File: config.mk
export PLATFORM = sky130hd
export DESIGN_NAME = reg_scoreboard_flat
export DESIGN_NICKNAME = d
export VERILOG_FILES = /design/src/rtl/reg_scoreboard_if.sv /design/src/rtl/reg_scoreboard.sv /design/src/flat_wrapper.sv
export SDC_FILE = /design/constraint.sdc
export NUM_CORES = 1
export LEC_CHECK = 0
export BUFFER_PORTS_ARGS = -buffer_cell sky130_fd_sc_hd__buf_2
export CAP_MARGIN = 30
export CORE_MARGIN = 1.5
export CORE_UTILIZATION = 41
export DETAILED_ROUTE_END_ITERATION = 12
export HOLD_SLACK_MARGIN = 0.15
export PLACE_DENSITY = 0.57
export RECOVER_POWER = 50
export SYNTH_ARGS = -nofsm -noshare
export SYNTH_HDL_FRONTEND = slang
export SYNTH_SLANG_ARGS = --single-unit
File: constraint.sdc
create_clock -name clk -period 3 [get_ports clk]
set_input_delay 0.45 -clock clk [delete_from_list [all_inputs] [get_ports clk]]
set_output_delay 0.45 -clock clk [all_outputs]
set_load 0.01 [all_outputs]
File: src/rtl/reg_scoreboard_if.sv
// Decode-side handshake bundle between register control and the hazard scoreboard.
// The master drives the decode/writeback view; the slave returns stall/issue and status.
interface reg_scoreboard_if #(
    parameter int NUM_REGS = 32
) ();
    logic                id_valid;
    logic [4:0]          rs1_addr;
    logic                rs1_rden;
    logic [4:0]          rs2_addr;
    logic                rs2_rden;
    logic [4:0]          rd_addr;
    logic                rd_wren;
    logic                ex_ready;
    logic                wb_valid;
    logic [4:0]          wb_rd_addr;
    logic                flush;
    logic                stall;
    logic                issue;
    logic [NUM_REGS-1:0] pending;
    logic                sb_err;

    modport master (
        output id_valid, rs1_addr, rs1_rden, rs2_addr, rs2_rden, rd_addr, rd_wren,
               ex_ready, wb_valid, wb_rd_addr, flush,
        input  stall, issue, pending, sb_err
    );

    modport slave (
        input  id_valid, rs1_addr, rs1_rden, rs2_addr, rs2_rden, rd_addr, rd_wren,
               ex_ready, wb_valid, wb_rd_addr, flush,
        output stall, issue, pending, sb_err
    );
endinterface

File: src/rtl/reg_scoreboard.sv
// Decode-stage register scoreboard: per-register in-flight write counters that
// stall issue on RAW hazards or counter saturation, released by writeback or flush.
module reg_scoreboard #(
    parameter int NUM_REGS  = 32,
    parameter int CNT_W     = 2,
    parameter int WB_BYPASS = 1
) (
    input logic             clk,
    input logic             rst,
    reg_scoreboard_if.slave sb
);
    localparam logic [CNT_W-1:0] CNT_MAX = '1;
    localparam logic [CNT_W-1:0] CNT_ONE = CNT_W'(1);

    logic [CNT_W-1:0] cnt_q [NUM_REGS];
    logic [CNT_W-1:0] cnt_d [NUM_REGS];
    logic             sb_err_q, sb_err_d;

    logic [CNT_W-1:0] cnt_rs1, cnt_rs2, cnt_rd, cnt_wb;
    logic             wb_rel_rs1, wb_rel_rs2;
    logic             raw1, raw2, sat;
    logic             stall_c, issue_c;
    logic             inc, dec, wb_err;
    logic [NUM_REGS-1:0] pending_c;

    always_comb begin
        cnt_rs1 = cnt_q[sb.rs1_addr];
        cnt_rs2 = cnt_q[sb.rs2_addr];
        cnt_rd  = cnt_q[sb.rd_addr];
        cnt_wb  = cnt_q[sb.wb_rd_addr];

        // A retiring last write can release the reader in the same cycle via write-through.
        wb_rel_rs1 = (WB_BYPASS != 0) && sb.wb_valid && (sb.wb_rd_addr == sb.rs1_addr)
                     && (cnt_rs1 == CNT_ONE);
        wb_rel_rs2 = (WB_BYPASS != 0) && sb.wb_valid && (sb.wb_rd_addr == sb.rs2_addr)
                     && (cnt_rs2 == CNT_ONE);

        raw1 = sb.rs1_rden && (sb.rs1_addr != 5'd0) && (cnt_rs1 != '0) && !wb_rel_rs1;
        raw2 = sb.rs2_rden && (sb.rs2_addr != 5'd0) && (cnt_rs2 != '0) && !wb_rel_rs2;
        sat  = sb.rd_wren && (sb.rd_addr != 5'd0) && (cnt_rd == CNT_MAX)
               && !(sb.wb_valid && (sb.wb_rd_addr == sb.rd_addr));

        stall_c = !rst && sb.id_valid && !sb.flush && (raw1 || raw2 || sat);
        issue_c = !rst && sb.id_valid && !sb.flush && !stall_c && sb.ex_ready;

        inc    = issue_c && sb.rd_wren && (sb.rd_addr != 5'd0);
        dec    = sb.wb_valid && (sb.wb_rd_addr != 5'd0) && (cnt_wb != '0);
        wb_err = sb.wb_valid && (sb.wb_rd_addr != 5'd0) && (cnt_wb == '0);
    end

    always_comb begin
        for (int i = 0; i < NUM_REGS; i++) begin
            cnt_d[i] = cnt_q[i];
            if (sb.flush) begin
                cnt_d[i] = '0;
            end else begin
                // Simultaneous inc and dec on one register cancel out.
                if (inc && (sb.rd_addr == 5'(i)) && !(dec && (sb.wb_rd_addr == 5'(i)))) begin
                    cnt_d[i] = cnt_q[i] + CNT_ONE;
                end else if (dec && (sb.wb_rd_addr == 5'(i)) && !(inc && (sb.rd_addr == 5'(i)))) begin
                    cnt_d[i] = cnt_q[i] - CNT_ONE;
                end
            end
        end
        sb_err_d = sb_err_q || (!sb.flush && wb_err);
    end

    always_comb begin
        pending_c = '0;
        for (int i = 0; i < NUM_REGS; i++) begin
            pending_c[i] = (cnt_q[i] != '0);
        end
    end

    always_ff @(posedge clk) begin
        if (rst) begin
            for (int i = 0; i < NUM_REGS; i++) begin
                cnt_q[i] <= '0;
            end
            sb_err_q <= 1'b0;
        end else begin
            cnt_q    <= cnt_d;
            sb_err_q <= sb_err_d;
        end
    end

    assign sb.stall   = stall_c;
    assign sb.issue   = issue_c;
    assign sb.pending = pending_c;
    assign sb.sb_err  = sb_err_q;
endmodule
File: src/flat_wrapper.sv
// flat-port wrapper written by rule: the top's interface ports become plain ports
module reg_scoreboard_flat 
#(
    parameter int NUM_REGS  = 32,
    parameter int CNT_W     = 2,
    parameter int WB_BYPASS = 1
)
  (clk, rst, sb_id_valid, sb_rs1_addr, sb_rs1_rden, sb_rs2_addr, sb_rs2_rden, sb_rd_addr, sb_rd_wren, sb_ex_ready, sb_wb_valid, sb_wb_rd_addr, sb_flush, sb_stall, sb_issue, sb_pending, sb_sb_err);
  reg_scoreboard_if #(.NUM_REGS(NUM_REGS)) sb_i ();
  input logic clk;
  input logic rst;
  input wire logic [$bits(sb_i.id_valid)-1:0] sb_id_valid;
  input wire logic [$bits(sb_i.rs1_addr)-1:0] sb_rs1_addr;
  input wire logic [$bits(sb_i.rs1_rden)-1:0] sb_rs1_rden;
  input wire logic [$bits(sb_i.rs2_addr)-1:0] sb_rs2_addr;
  input wire logic [$bits(sb_i.rs2_rden)-1:0] sb_rs2_rden;
  input wire logic [$bits(sb_i.rd_addr)-1:0] sb_rd_addr;
  input wire logic [$bits(sb_i.rd_wren)-1:0] sb_rd_wren;
  input wire logic [$bits(sb_i.ex_ready)-1:0] sb_ex_ready;
  input wire logic [$bits(sb_i.wb_valid)-1:0] sb_wb_valid;
  input wire logic [$bits(sb_i.wb_rd_addr)-1:0] sb_wb_rd_addr;
  input wire logic [$bits(sb_i.flush)-1:0] sb_flush;
  output wire logic [$bits(sb_i.stall)-1:0] sb_stall;
  output wire logic [$bits(sb_i.issue)-1:0] sb_issue;
  output wire logic [$bits(sb_i.pending)-1:0] sb_pending;
  output wire logic [$bits(sb_i.sb_err)-1:0] sb_sb_err;
  assign sb_i.id_valid = sb_id_valid;
  assign sb_i.rs1_addr = sb_rs1_addr;
  assign sb_i.rs1_rden = sb_rs1_rden;
  assign sb_i.rs2_addr = sb_rs2_addr;
  assign sb_i.rs2_rden = sb_rs2_rden;
  assign sb_i.rd_addr = sb_rd_addr;
  assign sb_i.rd_wren = sb_rd_wren;
  assign sb_i.ex_ready = sb_ex_ready;
  assign sb_i.wb_valid = sb_wb_valid;
  assign sb_i.wb_rd_addr = sb_wb_rd_addr;
  assign sb_i.flush = sb_flush;
  assign sb_stall = sb_i.stall;
  assign sb_issue = sb_i.issue;
  assign sb_pending = sb_i.pending;
  assign sb_sb_err = sb_i.sb_err;
  reg_scoreboard #(.NUM_REGS(NUM_REGS), .CNT_W(CNT_W), .WB_BYPASS(WB_BYPASS)) u_core (.clk(clk), .rst(rst), .sb(sb_i));
endmodule
* Yosys cells after proc, flatten, opt, wreduce, memory -nomap -nowiden
Index checks and enable logic that the tools add are counted.
** Word-level totals
- Bits in registers :: 65
- Input bits :: 29
- Word-level logic and storage cells :: 550
** Cells by class
- Add/subtract/negate cells :: 64
- Magnitude comparators :: 4
- Eq/ne operators :: 68
- Muxes and demuxes :: 76
- Bitwise gates (word level) :: 4
- Reduce and logical (&&, ||, !) cells :: 301
** Operators with widths (number)
- == test 5 bit (second input constant) :: 32
- logical AND 1 bit :: 153
- two-way mux 2 bit :: 72
- nonzero test 2 bit :: 67
- == test 5 x 4 -> 1 bit (second input constant) :: 16
- zero test 1 bit :: 70
- adder 2 x 1 -> 2 bit (second input constant) :: 32
- subtractor 2 x 1 -> 2 bit (second input constant) :: 32
- binary-select mux 2 bit (select 5 bit) :: 4
- == test 5 x 3 -> 1 bit (second input constant) :: 8
- >= comparator 6 bit (second input constant) :: 4
- NOT 5 -> 6 bit :: 4
- == test 5 x 2 -> 1 bit (second input constant) :: 4
- nonzero test 5 bit :: 4
- == test 5 bit :: 3
- == test 5 x 1 -> 1 bit (second input constant) :: 2
- zero test 5 bit :: 2
- == test 2 x 1 -> 1 bit (second input constant) :: 2
- logical OR 1 bit :: 3
- == test 2 bit (second input constant) :: 1
- zero test 2 bit :: 1
- OR reduction 2 bit :: 1

* Depth between registers and ports, before layout
Gate-level depths: netlist of the first run.
- Depth after elaboration :: 21
- Mapped depth :: 14

* Worst setup path before layout of the first run
OpenSTA, ideal clock, no wires.
- Path type :: in2reg
- Start :: input sb_rs2_addr[0]
- End :: register u_core.cnt_q[13] (netlist name)
- Setup time :: 70 ps
- Arrival :: 3237 ps
- Data required time :: 2930 ps
- Slack :: -307 ps
- Stages on the path :: 11
- Cell sequence :: buf_4 > buf_2 > mux4_2 > a211oi_1 > o21ai_0 > a31o_2 > buf_1 > nor4_2 > ha_1 > or3_1 > a21oi_1
** On the way
- Longest elaborated chain between the ends :: 20
** RTL lines
- start, declared :: RTL line flat_wrapper.sv:15 : input wire logic [$bits(sb_i.rs2_addr)-1:0] sb_rs2_addr;
- NOT 5 -> 6 bit (not written as such) :: RTL line reg_scoreboard.sv:28 : cnt_rs2 = cnt_q[sb.rs2_addr];
- binary-select mux 2 bit (select 5 bit) :: RTL line reg_scoreboard.sv:28
- two-way mux 2 bit (not written as such) (2 in a row) :: RTL line reg_scoreboard.sv:28
- == test 2 x 1 -> 1 bit :: RTL line reg_scoreboard.sv:36 : && (cnt_rs2 == CNT_ONE);
- logical AND 1 bit :: RTL line reg_scoreboard.sv:36
- zero test 1 bit :: RTL line reg_scoreboard.sv:39 : raw2 = sb.rs2_rden && (sb.rs2_addr != 5'd0) && (cnt_rs2 != '0) && !wb_rel_rs2;
- logical AND 1 bit * :: RTL line reg_scoreboard.sv:39
- logical OR 1 bit * (2 in a row) :: RTL line reg_scoreboard.sv:43 : stall_c = !rst && sb.id_valid && !sb.flush && (raw1 || raw2 || sat);
- logical AND 1 bit * :: RTL line reg_scoreboard.sv:43
- zero test 1 bit * :: RTL line reg_scoreboard.sv:44 : issue_c = !rst && sb.id_valid && !sb.flush && !stall_c && sb.ex_ready;
- logical AND 1 bit * (2 in a row) :: RTL line reg_scoreboard.sv:44
- logical AND 1 bit * (2 in a row) :: RTL line reg_scoreboard.sv:46 : inc = issue_c && sb.rd_wren && (sb.rd_addr != 5'd0);
- logical AND 1 bit * :: RTL line reg_scoreboard.sv:58, reg_scoreboard.sv:60
- zero test 1 bit :: RTL line reg_scoreboard.sv:60 : end else if (dec && (sb.wb_rd_addr == 5'(i)) && !(inc && (sb.rd_addr == 5'(i)))) begin
- logical AND 1 bit :: RTL line reg_scoreboard.sv:60
- nonzero test 2 bit (no source line)
- end signal, assigned :: RTL line reg_scoreboard.sv:82 : cnt_q <= cnt_d;
- end, declared :: RTL line reg_scoreboard.sv:15 : logic [CNT_W-1:0] cnt_q [NUM_REGS];
Mark *: on every way between the ends. The rest lies on a longest branch, timed or not. The select of a mux whose other input is x is not followed.
A chain may end at the register's enable or synchronous reset.

* Final worst setup path of the first run
- Start :: register u_core.cnt_q[33] (netlist name)
- End :: register u_core.cnt_q[61] (netlist name)
** On the way
- Longest elaborated chain between the ends :: 19
** RTL lines (RTL line)
- binary-select mux 2 bit (select 5 bit), on equally long branches :: reg_scoreboard.sv:27, reg_scoreboard.sv:28
- two-way mux 2 bit, on equally long branches (2 in a row) :: reg_scoreboard.sv:27, reg_scoreboard.sv:28
- == test 2 x 1 -> 1 bit, on equally long branches :: reg_scoreboard.sv:34, reg_scoreboard.sv:36
- logical AND 1 bit, on equally long branches :: reg_scoreboard.sv:34, reg_scoreboard.sv:36
- zero test 1 bit, on equally long branches :: reg_scoreboard.sv:38, reg_scoreboard.sv:39
- logical AND 1 bit, on equally long branches :: reg_scoreboard.sv:38, reg_scoreboard.sv:39
- logical OR 1 bit (2 in a row) :: reg_scoreboard.sv:43
- logical AND 1 bit :: reg_scoreboard.sv:43
- zero test 1 bit :: reg_scoreboard.sv:44
- logical AND 1 bit (2 in a row) :: reg_scoreboard.sv:44
- logical AND 1 bit (2 in a row) :: reg_scoreboard.sv:46
- logical AND 1 bit :: reg_scoreboard.sv:58, reg_scoreboard.sv:60
- zero test 1 bit :: reg_scoreboard.sv:60
- logical AND 1 bit :: reg_scoreboard.sv:60
- nonzero test 2 bit (no source line)
Parallel ways exist; a longest one is shown, timed or not. The select of a mux whose other input is x is not followed.

==> results of run 1 <==
per-stage QoR:
stage	power, uW	instance area, um^2	util (%)	setup TNS, ns	worst slack, ns
after global routing	2480	9340	61.9	-12.63	-0.383
after floorplan	1110	6350	-	-4.21	-0.163
final	2400	9340	61.9	-7.20	-0.300
after global placement	1260	8080	53.5	-29.87	-0.663
after CTS	2390	8750	58.0	-1.76	-0.137
after detailed placement	1260	8080	53.5	-32.33	-0.723
sequential cells by signal, summed over array words and instances, names as in the netlist:
register and cells:
u_core.cnt_q 64, u_core.sb.sb_err 1
logic make-up (layout without fill, tap and decap cells):
family / count (synthesis) / count (layout) / synth area share, %
buffers and inverters: 77 / 306 / 6.53
and+or+nand+nor: 296 / 296 / 26.8
adders and majority gates: 32 / 32 / 6.35
xor gates and xnor gates: 77 / 77 / 10.7
DFF: 65 / 65 / 20.6
muxes: 62 / 62 / 19.2
AOI/OAI and AO/OA: 103 / 103 / 9.74
metal layers:
layer	track usage [%]	share of wire, %
met5	0	0
met4	17.6	5.8
met3	4.77	5.6
met2	49.8	49
met1	34.9	40
worst max-delay path by stage:
stage,start,end,cells past startpoint
floorplan,sb_rs1_addr[0],u_core.cnt_q[1],11
global placement,sb_rs1_addr[0],u_core.cnt_q[57],11
detailed placement,sb_rs1_addr[0],u_core.cnt_q[55],11
CTS,u_core.cnt_q[49],u_core.cnt_q[55],10
global route,u_core.cnt_q[14],u_core.cnt_q[51],12
finish,u_core.cnt_q[33],u_core.cnt_q[61],13
cell usage in the layout (no fill, tap or decap), drive strengths merged, types with 9 or more instances in the layout:
cell type,synthesis,final
buf,30,259
nor2,79,79
xor2,66,66
nand2,65,65
dfxtp,65,65
mux4,45,45
o21ai,39,39
nor4,36,36
a21oi,34,34
or3,32,32
ha,32,32
inv,29,29
nand3,19,19
clkbuf,18,14
xnor2,11,11
or2,11,11
mux2i,9,9
nand4,9,9
nor2b,9,9
timing repair:
item / 4_1_cts / 5_1_grt
pin swaps: 19 / 42
hold buffers: 0 / 0
cloned: 1 / 1
setup endpoints to repair: 60 / 62
buffers inserted: 6 / 7
resized for setup: 59 / 93
power by group through the flow:
stage / combinational (uW) / sequential, uW / clock, uW
floorplan: 227 / 886 / 0
global placement: 370 / 885 / 0
detailed placement: 377 / 885 / 0
CTS: 422 / 866 / 1100
global route: 481 / 866 / 1130
finish: 458 / 866 / 1080
cell type report:
cell class | instances | area (um^2)
Inverter | 29 | 109
Tap cell | 188 | 235
Sequential cell | 65 | 1320
Timing Repair Buffer | 262 | 2100
Multi-Input combinational cell | 570 | 5270
Clock buffer | 12 | 256
Fill cell | 1281 | 5750
Clock inverter | 3 | 40.0
==> impl_metrics.toml, run 1 <==
[status]
outcome = "complete, but fails checks"
violations = "negative setup slack"

[global_route]
grt_max_degree = 34
grt_pass1_wl_um = 35800
overflow = 0
grt_pass1_vias = 6538
antenna_found_initial = 0
grt_use_total_pct = 29.3

[critical_path]
rr_worst_depth = 13
critical_path_buf_inv_count = 4
path_delay_family = "simple AND/OR/NAND/NOR gates"
critPathRequiredTime_ns = 3.28
crit_path_frequent_cell = "buf_12"
arrival_ns = 3.58
path_class = "reg -> reg"
r2r_slack_ns = -0.30
cp_cell_sequence = "buf_6 -> mux4_2 -> mux2_4 -> nor3b_4 -> a221oi_2 -> and4_4 -> buf_12 -> buf_12 -> buf_12 -> nor4_4 -> ha_4 -> or3_4 -> a21oi_2"
worst-path-max-fanout = 6
reg2reg_to = "u_core.cnt_q[61]"
critPathSlowestCell = "mux4_2"
start_kind = "flop"
critPathMaxStageDelay_ns = 0.46
r2r-start = "u_core.cnt_q[33]"
cp-end-kind = "flop"

[power_and_ir_drop]
p_sw_uw = 659
pwr-share-seq_pct = 36.1
p_int_uw = 1740
vdd.ir_drop.worst_mv = 0.244
combPwrFrac_pct = 19.1
powerDensity_nw_per_um2 = 257
power_leakage_uw = 0.00386
p_clk_share_pct = 44.9
swShare_pct = 27.5

[sta]
layout_setup_ws_ns = -0.300
fmax_mhz = 303
final-setup-viol-count = 56
tightest_slew_ns = 0.736
slew_headroom_pct = 51.0
hold_violations = 0
drv_slew = 0
whs_ns = 0.295
fin_crit_sh_pct = 110
period_minus_slack_ns = 3.30
clock_skew_ns = 0.00740
rsz0062_at_grt = "true"

[synth]
syn_nets = 773
synth-edff-count = 0
synth-seq-cells = 65
synth_top_area_cell = "dfxtp_1"
syn_area_um2 = 6310
synth_cell_type_count = 57
ys_warn_count = 0
synth_commonest_cells = "nor2_1 (79), xor2_1 (66), dfxtp_1 (65), nand2_1 (65), mux4_2 (40)"
synthCells = 712
synth.avg_cell_area_um2 = 8.86
synth_top_area_share_pct = 20.6
ys_top_cells_by_area = "dfxtp_1 (21%), mux4_2 (14%), xor2_1 (9.2%)"
ys_seq_area_share_pct = 20.6
synth_ff_type = "dfxtp_1"
async_reset_ff_share_pct = 0
yosysMostFrequentCell = "nor2_1"

[drt]
route.vias.total = 6599
detail_route.vias_per_cell = 5.84
dr.pass1.iters = 5
drt-total-wl_um = 23600
wl_per_cell_um = 20.9
drc = 0
drtAntennaViolNets = 0
drt_iter0_drc = 589

[final_layout]
synthToLayoutAreaGrowth_pct = 48.0
antennaDiodeCount = 0
num-nets-final = 998
layout-drive-gt1-share_pct = 46.8
instances_no_fill = 1129

[die]
num_io_pins = 64
start_util_pct = 41.8
core_area_um2 = 15100
design.die.area_um2 = 16100
die_y_um = 127
row_count = 45
die_x_um = 127

[clock_tree]
cts_root_buf = "clkbuf_16"
cts_made_buffers = 9
cts_tree = "yes"
clockBufferDepth = 2
clk_pin_slew_ns = 0.05
h-tree-depth = 3
clk_latency_ns = 0.35
clock_sinks = 65

[hold_path]
hp-class = "in -> reg"
min_from = "rst"
holdPathEnd = "u_core.sb.sb_err"
whs_path_depth = 2

[placed_design]
portBuffers = 63
dp_cells = 1099
dp_hpwl_um = 18100
globalplace.congestion = 0.994

[run]
maxCapViolations = 0
Power figures use the tool's default switching activity.
==> run 2, diff against run 1 <==
--- a/config.mk
+++ b/config.mk
@@ -5,10 +5,12 @@
 export SDC_FILE = /design/constraint.sdc
 export NUM_CORES = 1
 export LEC_CHECK = 0
+export ABC_CLOCK_PERIOD_IN_PS = 3000
 export BUFFER_PORTS_ARGS = -buffer_cell sky130_fd_sc_hd__buf_2
 export CAP_MARGIN = 30
 export CORE_MARGIN = 1.5
 export CORE_UTILIZATION = 41
+export CTS_BUF_LIST = sky130_fd_sc_hd__clkbuf_4
 export DETAILED_ROUTE_END_ITERATION = 12
 export HOLD_SLACK_MARGIN = 0.15
 export PLACE_DENSITY = 0.57
==> run 2 against run 1 <==
  * The run still ends with negative setup slack left
  * Combinational power up 9.8%
  * Sequential power hardly changed
  * Non-clock buffer count increased by 19
  * First-iteration DRC count decreased by 3.2%
  * Cell area is 1.9% higher
  * Count of clock-buffer cells in the layout down 2
  * Cell count grew 1.8%
  * Highest routed layer unchanged
==> impl_metrics.toml, run 2 (synthesized netlist as in run 1, its figures left out) <==
[sta]
final-setup-viol-count = 56
tightest_slew_ns = 0.727
hold_violations = 0
fmax_mhz = 308
drv_slew = 0
rsz0062_at_grt = "true"
slew_headroom_pct = 51.5
fin_crit_sh_pct = 108
period_minus_slack_ns = 3.25
clock_skew_ns = 0.0231
layout_setup_ws_ns = -0.250

[clock_tree]
clock_sinks = 65
clk_latency_ns = 0.47
cts_tree = "yes"
clk_pin_slew_ns = 0.12
cts_root_buf = "clkbuf_4"
postCtsHoldBufs = 0
cts_made_buffers = 9
clockBufferDepth = 2
h-tree-depth = 3

[critical_path]
worst-path-max-fanout = 6
start_kind = "flop"
r2r_slack_ns = -0.24
critPathRequiredTime_ns = 2.55
reg2reg_to = "u_core.cnt_q[1]"
path_class = "reg -> out"
r2r-start = "u_core.cnt_q[49]"
arrival_ns = 2.80
rr_worst_depth = 10
cp-end-kind = "output pin"

[drt]
detail_route.vias_per_cell = 5.86
drtAntennaViolNets = 0
drt_iter0_drc = 570
wl_per_cell_um = 21.0
drc = 0
dr.pass1.iters = 5
drt-total-wl_um = 24200
route.vias.total = 6728

[global_route]
top_usage_layer = "met2"
antenna_found_initial = 1
grt_use_total_pct = 29.8
grt_pass1_vias = 6661
overflow = 0
met2_usage_pct = 52.1
met3_usage_pct = 3.94
gr-usage-met1_pct = 36.1
grt_pass1_wl_um = 36600
grt_max_degree = 34

[placed_design]
globalplace.congestion = 0.994
dp_cells = 1099
portBuffers = 63
dp_hpwl_um = 18100

[die]
design.die.area_um2 = 16100
start_util_pct = 41.8
row_count = 45
die_y_um = 127
core_area_um2 = 15100
die_x_um = 127
num_io_pins = 64

[final_layout]
regMostFlops = "u_core.cnt_q"
num-nets-final = 1017
instances_no_fill = 1149
finish.utilization_pct = 63.1
synthToLayoutAreaGrowth_pct = 50.9
largest_reg_flops = 64
nFillCells = 1247
regArea_um2 = 1320
final_cell_mix = "buf_4 (161), nor2_1 (73), nand2_1 (62)"
final_common_cell = "buf_4"
multiInputGateArea_um2 = 5340
layout-drive-gt1-share_pct = 49.4

[power_and_ir_drop]
combPwrFrac_pct = 25.5
p_sw_uw = 632
vdd.ir_drop.worst_mv = 0.161
powerDensity_nw_per_um2 = 207
pwr-share-seq_pct = 43.9
p_int_uw = 1340
power_leakage_uw = 0.00395
swShare_pct = 32.1
p_clk_share_pct = 30.6

[status]
outcome = "complete, but fails checks"
violations = "negative setup slack"

[hold_path]
holdPathEnd = "u_core.sb.sb_err"
hp-class = "in -> reg"
whs_path_depth = 2
min_from = "rst"

[run]
maxCapViolations = 0
[run 2: area by class of cell]
type / instances / share of cell area, %
sequential: 65 / 13.9
timing repair buffer: 281 / 25.0
inverter: 29 / 1.14
clock inverter: 5 / 0.500
antenna: 1 / 0.0263
clock buffer: 10 / 0.789
tap: 188 / 2.47
multi-input combinational: 570 / 56.2
[run 2: critical path: stages (launching register included)]
cell	delay (ns)
dfxtp_2	0.35
mux4_2	0.47
or3_4	0.35
a2111o_1	0.36
and4_4	0.22
buf_12	0.15
o311a_4	0.31
buf_6	0.12
[run 2: worst max path at each step]
| stage | from | end | slack [ns] | cells after the start |
|---|---|---|---|---|
| CTS | u_core.cnt_q[49] | sb_stall | -0.30 | 7 |
| global placement | sb_rs1_addr[0] | u_core.cnt_q[57] | -0.66 | 11 |
| global route | u_core.cnt_q[23] | sb_stall | -0.33 | 9 |
| finish | u_core.cnt_q[49] | sb_stall | -0.25 | 7 |
| floorplan | sb_rs1_addr[0] | u_core.cnt_q[1] | -0.16 | 11 |
| detailed placement | sb_rs1_addr[0] | u_core.cnt_q[55] | -0.72 | 11 |
[run 2: metal layers]
| layer | up-vias | part of all wire, % |
|---|---|---|
| met5 | - | 0 |
| met4 | 0 | 5.3 |
| met3 | 93 | 6.0 |
| met2 | 309 | 50 |
| met1 | 3258 | 39 |
| li1 | 3068 | - |
[run 2: stage by stage]
step / hold slack, ns / TNS [ns] / total power [uW] / worst slack [ns] / area, um^2
after floorplan: 0.466 / -4.21 / 1110 / -0.163 / 6350
after global placement: 0.454 / -29.87 / 1260 / -0.663 / 8080
after detailed placement: 0.476 / -32.33 / 1260 / -0.723 / 8080
after CTS: 0.151 / -8.62 / 1930 / -0.299 / 8930
after global routing: 0.172 / -12.12 / 2040 / -0.331 / 9520
final: 0.176 / -7.26 / 1970 / -0.250 / 9520
[run 2: repair_timing]
| item | CTS | global route |
|---|---|---|
| pin swaps | 46 | 60 |
| cloned | 2 | 1 |
| resized for setup | 105 | 98 |
| setup buffers | 18 | 15 |
| endpoints found under the setup margin | 60 | 64 |
[run 2: power by group through the flow]
| stage | clock [uW] | combinational, uW | sequential [uW] |
|---|---|---|---|
| floorplan | 0 | 227 | 886 |
| global placement | 0 | 370 | 885 |
| detailed placement | 0 | 377 | 885 |
| CTS | 615 | 447 | 866 |
| global route | 651 | 526 | 865 |
| finish | 604 | 503 | 865 |
